File: src/rtl/cpu_pkg.sv
`default_nettype none
// ============================================================================
// Module      : cpu_pkg
// Description : Shared definitions for the 16-bit MIPS datapath. Holds the
//               default register-file geometry, the hardwired zero register
//               and the word/address typedefs used by decode and writeback.
// Revision    : 1.0 - initial release
// ============================================================================
package cpu_pkg;

    localparam int DEF_DATA_W = 16;
    localparam int DEF_ADDR_W = 4;

    typedef logic [DEF_DATA_W-1:0] word_t;
    typedef logic [DEF_ADDR_W-1:0] reg_addr_t;

    localparam reg_addr_t ZERO_REG = '0;

endpackage
`default_nettype wire

File: src/rtl/sb_counter.sv
`default_nettype none
// ============================================================================
// Module      : sb_counter
// Description : Pending-write counter for one architectural register.
//               Saturating up/down count of in-flight writes with a
//               synchronous flush, plus single-cycle overflow/underflow
//               pulses for the sticky scoreboard error.
// Ports       : clk, rst   - clock, synchronous active-high reset
//               flush      - clear the count (wins over inc/dec)
//               inc        - an accepted issue targets this register
//               wb_hit     - a writeback targets this register
//               cnt        - current pending count
//               ovf / unf  - issue while full / writeback while empty
// Revision    : 1.0 - initial release
// ============================================================================
module sb_counter #(
    parameter int MAX_INFL = 3,
    parameter int CNT_W    = $clog2(MAX_INFL + 1)
) (
    input  logic             clk,
    input  logic             rst,
    input  logic             flush,
    input  logic             inc,
    input  logic             wb_hit,
    output logic [CNT_W-1:0] cnt,
    output logic             ovf,
    output logic             unf
);

    localparam logic [CNT_W-1:0] C_MAX = CNT_W'(MAX_INFL);

    logic [CNT_W-1:0] r_cnt;
    logic             w_busy;
    logic             w_full;
    logic             w_dec;

    assign w_busy = (r_cnt != '0);
    assign w_full = (r_cnt == C_MAX);
    // A writeback only retires a pending write if one exists.
    assign w_dec  = wb_hit & w_busy;

    always_ff @(posedge clk) begin
        if (rst) begin
            r_cnt <= '0;
        end else if (flush) begin
            r_cnt <= '0;
        end else if (inc && !w_dec) begin
            if (!w_full) begin
                r_cnt <= r_cnt + 1'b1;
            end
        end else if (w_dec && !inc) begin
            r_cnt <= r_cnt - 1'b1;
        end
    end

    // A simultaneous retire frees the slot the new issue takes, so that
    // case is not an overflow. Flush discards the cycle's bookkeeping.
    assign ovf = inc & ~w_dec & w_full & ~flush;
    assign unf = wb_hit & ~w_busy & ~flush;
    assign cnt = r_cnt;

endmodule
`default_nettype wire

File: src/rtl/regfile_scoreboard.sv
`default_nettype none
// ============================================================================
// Module      : regfile_scoreboard
// Description : Register file with NRD combinational read ports, writeback
//               bypass, one synchronous write port, hardwired-zero r0 and a
//               per-register pending-write scoreboard that raises a RAW
//               stall for decode.
// Ports       : clk, rst            - clock, synchronous active-high reset
//               rd_addr/rd_data     - packed read ports (port i at slice i)
//               rd_used             - port i is a real source this cycle
//               issue_valid/wen/dst - decode issue request
//               issue_ack, stall    - issue accepted / RAW hazard
//               wb_en/addr/data     - writeback port
//               flush               - clear all pending counts
//               dbg_addr/dbg_data   - raw array read, no bypass
//               sb_err              - sticky overflow/underflow flag
// Revision    : 1.0 - initial release
// ============================================================================
module regfile_scoreboard
    import cpu_pkg::*;
#(
    parameter int DATA_W   = DEF_DATA_W,
    parameter int ADDR_W   = DEF_ADDR_W,
    parameter int NRD      = 2,
    parameter int MAX_INFL = 3
) (
    input  logic                  clk,
    input  logic                  rst,
    input  logic [NRD*ADDR_W-1:0] rd_addr,
    output logic [NRD*DATA_W-1:0] rd_data,
    input  logic [NRD-1:0]        rd_used,
    input  logic                  issue_valid,
    input  logic                  issue_wen,
    input  logic [ADDR_W-1:0]     issue_dst,
    output logic                  issue_ack,
    output logic                  stall,
    input  logic                  wb_en,
    input  logic [ADDR_W-1:0]     wb_addr,
    input  logic [DATA_W-1:0]     wb_data,
    input  logic                  flush,
    input  logic [ADDR_W-1:0]     dbg_addr,
    output logic [DATA_W-1:0]     dbg_data,
    output logic                  sb_err
);

    localparam int NREGS = 2 ** ADDR_W;
    localparam int CNT_W = $clog2(MAX_INFL + 1);

    logic [DATA_W-1:0] r_regs [NREGS];
    logic [CNT_W-1:0]  w_cnt  [NREGS];
    logic [NREGS-1:0]  w_ovf;
    logic [NREGS-1:0]  w_unf;
    logic [NRD-1:0]    w_hazard;
    logic              w_issue_wr;
    logic              r_flush_seen;
    logic              r_sb_err;

    assign w_issue_wr = issue_ack & issue_wen;

    // r0 has no counter; tie its slot to zero so lookups by address stay
    // uniform and a read of r0 can never hazard.
    assign w_cnt[0] = '0;
    assign w_ovf[0] = 1'b0;
    assign w_unf[0] = 1'b0;

    generate
        for (genvar r = 1; r < NREGS; r++) begin : g_cnt
            sb_counter #(
                .MAX_INFL (MAX_INFL),
                .CNT_W    (CNT_W)
            ) u_cnt (
                .clk    (clk),
                .rst    (rst),
                .flush  (flush),
                .inc    (w_issue_wr & (issue_dst == ADDR_W'(r))),
                .wb_hit (wb_en & (wb_addr == ADDR_W'(r))),
                .cnt    (w_cnt[r]),
                .ovf    (w_ovf[r]),
                .unf    (w_unf[r])
            );
        end
    endgenerate

    generate
        for (genvar i = 0; i < NRD; i++) begin : g_rd
            logic [ADDR_W-1:0] w_ra;
            logic              w_wb_match;

            assign w_ra       = rd_addr[i*ADDR_W +: ADDR_W];
            assign w_wb_match = wb_en & (wb_addr == w_ra) & (w_ra != '0);

            assign rd_data[i*DATA_W +: DATA_W] = w_wb_match ? wb_data : r_regs[w_ra];

            // The last outstanding write landing this cycle is served by the
            // bypass, so it does not hold decode.
            assign w_hazard[i] = rd_used[i] & (w_ra != '0) & (w_cnt[w_ra] != '0)
                               & ~(w_wb_match & (w_cnt[w_ra] == CNT_W'(1)));
        end
    endgenerate

    assign stall     = |w_hazard;
    assign issue_ack = issue_valid & ~stall;

    always_ff @(posedge clk) begin
        if (rst) begin
            for (int k = 0; k < NREGS; k++) begin
                r_regs[k] <= '0;
            end
        end else if (wb_en && (wb_addr != '0)) begin
            r_regs[wb_addr] <= wb_data;
        end
    end

    // Once any flush has happened, writebacks of squashed instructions may
    // arrive with no pending count, so underflow is no longer an error.
    always_ff @(posedge clk) begin
        if (rst) begin
            r_flush_seen <= 1'b0;
            r_sb_err     <= 1'b0;
        end else begin
            if (flush) begin
                r_flush_seen <= 1'b1;
            end
            if ((|w_ovf) || ((|w_unf) && !r_flush_seen)) begin
                r_sb_err <= 1'b1;
            end
        end
    end

    assign dbg_data = r_regs[dbg_addr];
    assign sb_err   = r_sb_err;

endmodule
`default_nettype wire

File: config.mk
export PLATFORM = sky130hd
export DESIGN_NAME = regfile_scoreboard
export DESIGN_NICKNAME = d
export VERILOG_FILES = /design/src/rtl/cpu_pkg.sv /design/src/rtl/sb_counter.sv /design/src/rtl/regfile_scoreboard.sv
export SDC_FILE = /design/constraint.sdc
export NUM_CORES = 1
export LEC_CHECK = 0
export ABC_CLOCK_PERIOD_IN_PS = 4100
export CAP_MARGIN = 20
export CORE_ASPECT_RATIO = 1.4
export CORE_MARGIN = 4
export CORE_UTILIZATION = 45
export DETAILED_ROUTE_END_ITERATION = 10
export SYNTH_ARGS = -nofsm -noshare
export SYNTH_HDL_FRONTEND = slang
export SYNTH_HIERARCHICAL = 1
export SYNTH_SLANG_ARGS = --single-unit
export TNS_END_PERCENT = 100
File: constraint.sdc
create_clock -name clk -period 4.1 [get_ports clk]
set_clock_uncertainty 0.2 [all_clocks]
set_input_delay 0.82 -clock clk [delete_from_list [all_inputs] [get_ports clk]]
set_output_delay 0.82 -clock clk [all_outputs]
set_load 0.1 [all_outputs]
==> flow_metrics.env <==
export IMPL_status="finished clean"
export IMPL_cts_buffer_depth=3
export IMPL_yosysWarnings=6
export IMPL_power_density_mw_per_mm2=379
export IMPL_gr_total_overflow=0
export IMPL_grt_busiest_layer="met2"
export IMPL_gr_usage_met2_pct=47.6
export IMPL_grt_pass1_wl_mm=90.7
export IMPL_layout_area_overhead_vs_synth_pct=19.0
export IMPL_place_gp_congestion=0.874
export IMPL_cts_buffers=31
export IMPL_fin_crit_ns=4.01
export IMPL_startpoint_type="input port"
export IMPL_ys_types=47
export IMPL_slew_violations=0
export IMPL_wl_per_cell_um=31.0
export IMPL_antenna_found_initial=6
export IMPL_worstPathRequired_ns=3.08
export IMPL_hold_viol_final=0
export IMPL_leakage_uw=0.00751
export IMPL_worstMarginPinSlew_ns=0.987
export IMPL_syn_avg_cell_area_um2=14.4
export IMPL_post_route_period_util_pct=97.9
export IMPL_placed_cells=1939
export IMPL_min_path_type="flop to flop"
export IMPL_cts_hold_fix_buffers=0
export IMPL_endpoint_kind="output port"
export IMPL_timing_hold_ws_ns=0.287
export IMPL_cts_clk_slew_worst_paths_ns=0.06
export IMPL_worstPathMaxFanout=16
export IMPL_setup_tns_ns=0
export IMPL_hold_depth=2
export IMPL_ir_worst_vdd_uv=378
export IMPL_die_area_mm2=0.0451
export IMPL_drc_errors=0
export IMPL_cts_tree="done"
export IMPL_gr_usage_all_layers_pct=27.3
export IMPL_ios=95
export IMPL_met3_usage_pct=3.38
export IMPL_htreeDepth=1
export IMPL_crit_buf_inv=4
export IMPL_core_area_mm2=0.0413
export IMPL_seq_area_frac_synth_pct=44.3
export IMPL_grt_pass1_vias=13300
export IMPL_slowest_delay_ns=0.51
export IMPL_critPathArrivalTime_ns=2.99
export IMPL_synth_area_mm2=0.0188
export IMPL_vias=12900
export IMPL_min_from="r_flush_seen"
export IMPL_die_w_um=181
export IMPL_use_met1_pct=34.4
export IMPL_drtIter0Drc=1472
export IMPL_yosysTopAreaCellShare_pct=40.9
export IMPL_initial_core_util_pct=45.5
export IMPL_r2r_setup_slack_ns=0.84
export IMPL_r2r_end="sb_err"
export IMPL_r2r_start="g_cnt[15].u_cnt/cnt[1]"
export IMPL_final_cell_count_no_fill=1998
export IMPL_portBuffers=94
export IMPL_nets=1476
export IMPL_critical_path_most_common_cell="buf_12"
export IMPL_synth_edf_count=256
export IMPL_crit_family="multiplexers"
export IMPL_die_h_um=250
export IMPL_path_class="input port to output port"
export IMPL_critical_path_startpoint="rd_addr[0]"
export IMPL_rsz0062_at_grt="no"
export IMPL_ant_nets=0
export IMPL_hold_end="r_flush_seen"
export IMPL_grt_max_degree=65
export IMPL_ys_flop_type="edfxtp_1"
export IMPL_setup_violations=0
export IMPL_max_freq_mhz=249
export IMPL_wl_mm=62.0
export IMPL_drive_above_1_share_pct=36.8
export IMPL_clock_root_buffer="clkbuf_16"
export IMPL_synth_async_reset_ratio_pct=0
export IMPL_post_cts_setup_buffers=0
export IMPL_cp_cell_sequence="buf_4 > buf_12 > buf_12 > mux4_2 > mux4_2 > mux2_2 > buf_12"
export IMPL_slowest_stage="mux4_2"
export IMPL_rows=88
export IMPL_synth_area_leaders="edfxtp_1 41%, mux4_2 30%, and2_1 8.1%"
export IMPL_drt_first_pass_iters=7
export IMPL_clock_sinks=288
export IMPL_multiInputGateArea_mm2=0.0100
export IMPL_num_fill_cells=3343
export IMPL_syn_inst=1300
export IMPL_maxCapViolCount=0
export IMPL_r2r_cells=13
export IMPL_seqCellArea_mm2=0.00833
export IMPL_relSlewSlack_pct=34.0
export IMPL_viasPerCell=6.47
export IMPL_synth_area_leader_cell="edfxtp_1"
export IMPL_dpl_hpwl_mm=40.8
export IMPL_synth_seq_cells=288
export IMPL_worstSkewPairLatency_ns=0.58
cells in the mapped netlist, types with 2 or more instances:
cell type / instances
edfxtp_1: 256
mux4_2: 248
and2_1: 242
clkbuf_1: 60
nand2_1: 49
nor2_1: 42
mux2_2: 40
dfxtp_1: 32
nor3_1: 29
buf_2: 23
nand2b_1: 21
o21ai_0: 19
a21oi_1: 17
or3_1: 17
nor4b_1: 16
or2_2: 16
a211oi_1: 15
a211oi_2: 15
and3_2: 15
o211ai_1: 15
and2b_1: 13
buf_4: 13
or2b_1: 13
nor2b_1: 9
nor4_1: 9
mux2i_1: 8
nand3_1: 7
xnor2_1: 6
buf_1: 4
buf_6: 3
nand4_1: 3
a221oi_1: 2
buf_8: 2
mux4_1: 2
nand3b_1: 2
nor3b_1: 2
o21bai_1: 2
o22ai_1: 2
o22ai_2: 2
o32a_1: 2
where the power goes:
part           internal [uW]  switching, uW  leakage, uW
registers               3360            119      0.00271
clock network           1570           1190     0.000458
logic                    933           1300      0.00435
per-stage QoR:
stage	cell area, um2	total power [uW]	setup slack [ns]	util (%)
floorplan	18800	4910	0.0962	-
finish	22300	8470	0.0879	54.1
global placement	21400	5750	0.0813	51.7
CTS	22300	8520	0.0778	54.1
global route	22300	8710	0.0107	54.1
detailed placement	21400	5780	0.0805	51.7
layout make-up:
class / instances / share of cell area, %
tap: 540 / 3.02
clock buffer: 40 / 3.62
clock inverter: 16 / 0.706
antenna: 3 / 0.0336
multi-input combinational: 920 / 44.8
timing repair buffer: 190 / 10.6
sequential: 288 / 37.3
inverter: 1 / 0.0168
metal layers:
layer	routed length (um)	part of all wire (%)
met5	0	0
met4	3050	4.9
met3	4480	7.2
met2	32000	52
met1	22400	36
worst max path at each step:
stage | depth (start not counted) | end
after CTS | 7 | rd_data[6]
after global placement | 7 | rd_data[6]
after floorplan | 7 | stall
final | 7 | rd_data[6]
after global routing | 7 | rd_data[6]
after detailed placement | 7 | rd_data[6]
worst reg2reg max path: stages (launching register included):
cell	delay (ns)
dfxtp_1	0.40
mux4_2	0.50
mux2i_1	0.26
mux2_2	0.24
o22ai_4	0.13
buf_4	0.18
nor3_1	0.28
nand2b_1	0.12
nor3_1	0.41
nor4_1	0.09
buf_4	0.18
nand4_1	0.08
nor2_1	0.04
nor2_1	0.08
layout by cell type (no fill, tap or decap), types with 16 or more instances in the layout:
cell             synthesis  layout
and2_1                 242     242
mux4_2                 248     248
clkdlybuf4s50_1          0      34
o21ai_0                 19      19
or2_2                   16      16
buf_4                   13      82
nand2b_1                21      21
or3_1                   17      17
clkbuf_16                0      31
conb_1                   1      16
nor3_1                  29      29
edfxtp_1               256     256
mux2_2                  40      40
a21oi_1                 17      17
nor2_1                  42      41
nand2_1                 49      49
nor4b_1                 16      16
buf_12                   0      69
dfxtp_1                 32      32
logic make-up (layout without fill, tap and decap cells):
logic type | Yosys count | after routing | synth area share [%]
and+or+nand+nor | 508 | 508 | 16.0
muxes | 298 | 298 | 32.8
DFF | 288 | 288 | 44.3
buffers and inverters | 107 | 247 | 2.81
AOI/OAI and AO/OA | 92 | 92 | 3.68
xor gates and xnor gates | 6 | 6 | 0.280
other | 1 | 19 | 0.0200
sequential cells by signal, summed over array words and instances, names as in the netlist:
name and flops:
r_regs 256, sb_err 1, r_flush_seen 1, g_cnt.u_cnt/cnt 30
timing repair:
item | in CTS | in global routing
endpoints found under the setup margin | 0 | 1
hold endpoints to repair | 0 | 0
resized for setup | 0 | 1
No activity file was read; power rests on OpenSTA's default activity.
